File: src/rtl/simeck_round_ctrl.sv
// ---------------------------------------------------------------------------
// simeck_round_ctrl
//
// Round sequencer for a Simeck block-cipher datapath. For every requested
// block it pulses key_load once, then drives NROUNDS consecutive round
// enables together with the round index and the round-constant bit z.
//
// The round constant comes from a 5-bit LFSR s[4:0] with feedback s4^s1
// (primitive, period 31). Encryption walks the LFSR forward from the seed.
// Decryption first advances the LFSR NROUNDS-1 steps without running rounds
// (PRIME). It then walks backwards with the inverse step, so the decrypt
// constants are the encrypt constants in reverse order, for any NROUNDS.
//
// Parameter
//   NROUNDS       rounds per block, legal range 2..63
//
// Ports
//   clk           clock, all state changes on the rising edge
//   rst_n         asynchronous active-low reset
//   i_start       request one block operation (only looked at in IDLE)
//   i_mode        0 = encrypt, 1 = decrypt, captured together with i_start
//   i_abort       (SIMECK_CTRL_ABORT_EN builds only) cancel the running
//                 operation from PRIME, LOAD or RUN
//   o_busy        high in every state except IDLE
//   o_key_load    one-cycle pulse: datapath loads text and key
//   o_round_en    datapath executes one round this cycle
//   o_round_idx   index of the round executed while o_round_en is high
//   o_z_out       round-constant bit, valid while o_round_en is high
//   o_done        one-cycle pulse after the last round
//
// Configuration macro
//   SIMECK_CTRL_ABORT_EN   adds the i_abort input and the abort path
// ---------------------------------------------------------------------------
module simeck_round_ctrl #(
  parameter int NROUNDS = 32
) (
  input  logic       clk,
  input  logic       rst_n,
  input  logic       i_start,
  input  logic       i_mode,
`ifdef SIMECK_CTRL_ABORT_EN
  input  logic       i_abort,
`endif
  output logic       o_busy,
  output logic       o_key_load,
  output logic       o_round_en,
  output logic [5:0] o_round_idx,
  output logic       o_z_out,
  output logic       o_done
);

  localparam logic [4:0] SEED       = 5'b11111;
  localparam logic [5:0] LAST_PRIME = 6'(NROUNDS - 2);
  localparam logic [5:0] LAST_ROUND = 6'(NROUNDS - 1);

  typedef enum logic [2:0] {
    S_IDLE,
    S_PRIME,
    S_LOAD,
    S_RUN,
    S_DONE
  } state_t;

  state_t     r_state;
  logic [4:0] r_s;
  logic [5:0] r_cnt;
  logic       r_mode;
  logic       r_busy;
  logic       r_keyLoad;
  logic       r_roundEn;
  logic       r_done;
  logic [5:0] r_roundIdx;
  logic       r_z;

  logic [4:0] w_sFwd;
  logic [4:0] w_sRev;
  logic [4:0] w_sRun;
  logic       w_abort;
  logic       w_abortHit;

  // Forward and inverse LFSR steps. The inverse recovers the old s4 from
  // the new s0 (= old s4 ^ old s1) and the new s2 (= old s1). The
  // polynomial is primitive, so starting from the all-ones seed the
  // all-zero state can never appear in either direction.
  assign w_sFwd = {r_s[3:0], r_s[4] ^ r_s[1]};
  assign w_sRev = {r_s[0] ^ r_s[2], r_s[4:1]};
  assign w_sRun = r_mode ? w_sRev : w_sFwd;

`ifdef SIMECK_CTRL_ABORT_EN
  assign w_abort = i_abort;
`else
  assign w_abort = 1'b0;
`endif

  // Abort only matters while an operation is in flight. In IDLE, start
  // takes priority. In DONE, the operation has already completed.
  assign w_abortHit = w_abort &&
                      ((r_state == S_PRIME) || (r_state == S_LOAD) ||
                       (r_state == S_RUN));

  // Single sequencer. All outputs are registered and are set on the edge
  // that enters the cycle they describe. Index and z only load when the
  // next cycle is a round, so they hold their last value between
  // operations.
  always_ff @(posedge clk or negedge rst_n) begin
    if (!rst_n) begin
      r_state    <= S_IDLE;
      r_s        <= SEED;
      r_cnt      <= '0;
      r_mode     <= 1'b0;
      r_busy     <= 1'b0;
      r_keyLoad  <= 1'b0;
      r_roundEn  <= 1'b0;
      r_done     <= 1'b0;
      r_roundIdx <= '0;
      r_z        <= 1'b0;
    end else begin
      r_keyLoad <= 1'b0;
      r_roundEn <= 1'b0;
      r_done    <= 1'b0;

      if (w_abortHit) begin
        r_state <= S_IDLE;
        r_busy  <= 1'b0;
        r_s     <= SEED;
        r_cnt   <= '0;
      end else begin
        unique case (r_state)
          S_IDLE: begin
            if (i_start) begin
              r_mode <= i_mode;
              r_s    <= SEED;
              r_cnt  <= '0;
              r_busy <= 1'b1;
              if (i_mode) begin
                r_state <= S_PRIME;
              end else begin
                r_state   <= S_LOAD;
                r_keyLoad <= 1'b1;
              end
            end
          end

          // Advance the LFSR to the constant of the last round, so RUN can
          // walk it backwards. The counter is cleared for RUN on exit.
          S_PRIME: begin
            r_s <= w_sFwd;
            if (r_cnt == LAST_PRIME) begin
              r_cnt     <= '0;
              r_state   <= S_LOAD;
              r_keyLoad <= 1'b1;
            end else begin
              r_cnt <= r_cnt + 6'd1;
            end
          end

          // Key/text load cycle. s and the counter are left alone. This
          // edge prepares the first round's index and constant.
          S_LOAD: begin
            r_state    <= S_RUN;
            r_roundEn  <= 1'b1;
            r_roundIdx <= r_mode ? LAST_ROUND : 6'd0;
            r_z        <= r_s[4];
          end

          // r_cnt counts rounds already executed in this RUN. Each edge
          // steps s and, unless this was the last round, presents the next
          // round's index and constant.
          S_RUN: begin
            r_s <= w_sRun;
            if (r_cnt == LAST_ROUND) begin
              r_cnt   <= '0;
              r_state <= S_DONE;
              r_done  <= 1'b1;
            end else begin
              r_cnt      <= r_cnt + 6'd1;
              r_roundEn  <= 1'b1;
              r_roundIdx <= r_mode ? (LAST_PRIME - r_cnt) : (r_cnt + 6'd1);
              r_z        <= w_sRun[4];
            end
          end

          S_DONE: begin
            r_state <= S_IDLE;
            r_busy  <= 1'b0;
          end

          default: begin
            r_state <= S_IDLE;
            r_busy  <= 1'b0;
          end
        endcase
      end
    end
  end

  assign o_busy      = r_busy;
  assign o_key_load  = r_keyLoad;
  assign o_round_en  = r_roundEn;
  assign o_round_idx = r_roundIdx;
  assign o_z_out     = r_z;
  assign o_done      = r_done;

endmodule

File: config.mk
export PLATFORM = sky130hd
export DESIGN_NAME = simeck_round_ctrl
export DESIGN_NICKNAME = d
export VERILOG_FILES = /design/src/rtl/simeck_round_ctrl.sv
export SDC_FILE = /design/constraint.sdc
export NUM_CORES = 1
export LEC_CHECK = 0
export CORE_MARGIN = 8
export CORE_UTILIZATION = 50
export DETAILED_ROUTE_END_ITERATION = 10
export PLACE_DENSITY_LB_ADDON = 0.3
export REMOVE_ABC_BUFFERS = 1
export SKIP_CTS_REPAIR_TIMING = 1
export SLEW_MARGIN = 25
export SYNTH_ARGS = -nofsm -noshare
export SYNTH_HDL_FRONTEND = slang
export SYNTH_SLANG_ARGS = --single-unit
File: constraint.sdc
create_clock -name clk -period 1.69 [get_ports clk]
set_input_delay 0.4225 -clock clk [delete_from_list [all_inputs] [get_ports clk]]
set_output_delay 0.4225 -clock clk [all_outputs]
set_load 0.1 [all_outputs]
==> results by group <==
Timing
  – Fin. max-slew vios: 0
  – Skew final: approximately 0.018 ns
  – Worst Tran Pin Value: roughly 0.37 ns
  – Final hold vios: 0
  – Fin crit period: 1.64 ns
  – Slew margin rel.: 74.8%
  – # setup viols final: 0
  – Fmax: 611 MHz
  – Part of the cycle the worst path needs: 96.8%
  – Hold_ws: approximately 0.43 ns

Critical path
  – R2R Setup Slk: 0.05 ns
  – Startpoint Class: register
  – CP endpoint kind: register
  – Required @ worst endpoint: 1.91 ns
  – Critical path class: register to register
  – Highest net fanout along the worst path: 4
  – Critical Path AT: 1.86 ns

Routing
  – Remaining antenna violation count: 0
  – DR vias: approximately 1200
  – WL per Instance: between 15 and 20 um
  – 1st-iter DRT viols: 96
  – Drt drc: 0
  – Total Wirelength: 3280 um
  – Drt via density: between 5 and 6
  – Drt pass-1 iters: 4

GRT
  – GR Util All Layers: 13.6%
  – Vias in the first global route: between 1000 and 1500
  – First-pass GRT wire length: ~5500 um
  – Gr ovfl total: 0
  – Initial antenna violation count: 0
  – Largest net degree at the start of global routing: 27

Placed design
  – Port bufs: 14
  – Dpl hpwl: roughly 2300 um
  – Post-DP Area: about 1700 um^2
  – Dpl cells: between 150 and 200
  – RD Place Congestion: about 0.89

Yosys
  – Synthesized cell area: around 1400 um^2
  – Synth Area in Adders: 1.77%
  – Main combinational cell family by area after synthesis: simple AND/OR/NAND/NOR gates
  – Dominant synthesized flop cell: dfrtp_1
  – Share of the synthesized area in the top cell type: around 37%
  – #FFs+latches synth: 26
  – Post-synthesis async set-or-reset flop share: 100%
  – Syn avg cell area: slightly below 10 um^2
  – Post-synthesis sequential area ratio: a little under half
  – Post-Synth Simple-Gate Area: around a fifth
  – Largest area contributor in the netlist: dfrtp_1
  – Distinct cells, synth: 39
  – Synthesized instance count: around 150
  – Post-Synth XOR/XNOR Area: 3.71%
  – Mux cell area share after synthesis: under 10%
  – Ys Warns: 0
  – Synth Area in Compound Gates: between 10% and 20%
  – Top cells by area, synth: dfrtp_1, dfstp_2, mux2i_1, nor2_1, nand2_1
  – Post-synth EDFFs: 0

Pwr
  – Pleak: between 0.7 and 0.8 nW
  – Power Density: approximately 890 nW/um^2
  – Sw Pwr: around 0.00055 W
  – Sequential power share: a little over half
  – Internal Power: 0.00107 W
  – Clk pwr share: around a fifth
  – Combinational Power Share: 27.8%
  – Sw Share: about 34%
  – VDD IR max: roughly 0.0012 V
  – Pwr Total: between 0.0015 and 0.002 W

CTS
  – Clock sink count: 26
  – Clock transition at the registers of the reported paths: around 0.15 ns
  – CTS H-tree lvls: 1
  – Worst skew pair latency: roughly 0.34 ns
  – Cts bufs inserted: 3
  – Clock buffer depth: 2
  – TritonCTS clock tree: yes
  – Clk root buf: clkbuf_4

Floorplanning
  – Die area: between 4000 and 5000 um^2
  – Row count: 19
  – Die Wd: approximately 70 um
  – Die Y: 69.2 um
  – Initial Util: between 50% and 60%
  – Core box area: around 2700 um^2
  – I/O Pins: 15

Layout
  – Layout cell share with drive strength beyond 1: between 20 and 30%
  – Non-filler cells, final: 200
  – Fin nets: around 180
  – Most frequent cells in the layout: dfrtp_1, nor2_1, nand2_1
  – Multi-input gate area: ~740 um^2
  – Commonest non-fill, non-tap cell in the layout: dfrtp_1
  – Area delta synth->final: 28.4%
  – Ant diodes: 0
  – Register Area: 659 um^2
  – Fill count: 198
  – Post-route design area: 1820 um^2

Status
  – Status: complete, no violations

Worst hold path
  – Hold Path Class: input pin to async pin

Job
  – Max Cap Viol: 0
[layer usage]
metal / vias to the layer above / routed length, um / track usage (%)
li1: 562 / - / -
met1: 564 / 1430 / 16.8
met2: 32 / 1680 / 21.9
met3: 7 / 120 / 2.29
met4: 0 / 53 / 7.52
met5: - / 0 / 0
[critical path: stages (launching register included)]
cell and delay [ns]:
dfrtp_1 0.42, ha_2 0.22, and3_2 0.25, nand3_1 0.15
nand2_2 0.14, mux2_2 0.34
[path summary, 6_finish.rpt]
path	to	cells past startpoint	startpoint
worst min register to register	r_s[1]	2	r_s[1]
min in group clk	r_s[1]	2	r_s[1]
worst max register to register	o_round_idx[4]	5	r_cnt[1]
worst max-delay path	o_round_idx[4]	5	r_cnt[1]
worst min-delay path	r_state[2]	2	rst_n
max in group asynchronous	r_s[2]	2	rst_n
[cell type report]
cell class              instances  share of cell area, %
clock buffers                   4                   1.99
inverters                       3                  0.619
multi-input cells             111                   40.7
flip-flops and latches         26                   36.2
well taps                      31                   2.13
repair buffers                 25                   18.3
[registers in the layout (all words and copies together), names as in the netlist, 3 cells and up]
name / flops
o_round_idx: 6
r_cnt: 6
r_s: 5
r_state: 3
[per-stage QoR]
stage	utilization [%]	setup slack, ns	TNS, ns
after global routing	66.5	-0.0176	-0.0176
final	66.5	0.0539	0
after CTS	64.7	-0.0371	-0.0858
after detailed placement	63.4	-0.00268	-0.00414
after floorplan	-	0.0937	0
after global placement	63.4	0.0381	0
[synth_stat cells (3+ instances only)]
cell and instances:
mux2_2 3, nand2b_1 4, dfrtp_1 21, nor2b_1 3
xor2_1 3, dfstp_2 5, xnor2_1 3, a211oi_1 5
inv_1 3, a21oi_1 11, mux2i_1 6, nand2_1 15
o22ai_1 4, nor2_1 16, o21ai_0 8, nor3_1 3
nand3_1 3
[cell families after synthesis]
family	after synthesis
simple gates	53
compound gates	40
flops	26
mux	10
buf+inv	9
xor+xnor	6
fa+ha+maj	2
[power groups by stage]
stage	sequential, W	clock [W]	combinational, W
floorplan	0.000979	0	0.000155
global placement	0.000855	0	0.000442
detailed placement	0.000862	0	0.000450
CTS	0.000850	0.000336	0.000452
global route	0.000871	0.000358	0.000481
finish	0.000849	0.000325	0.000451
(Power assumes the default switching activity.)
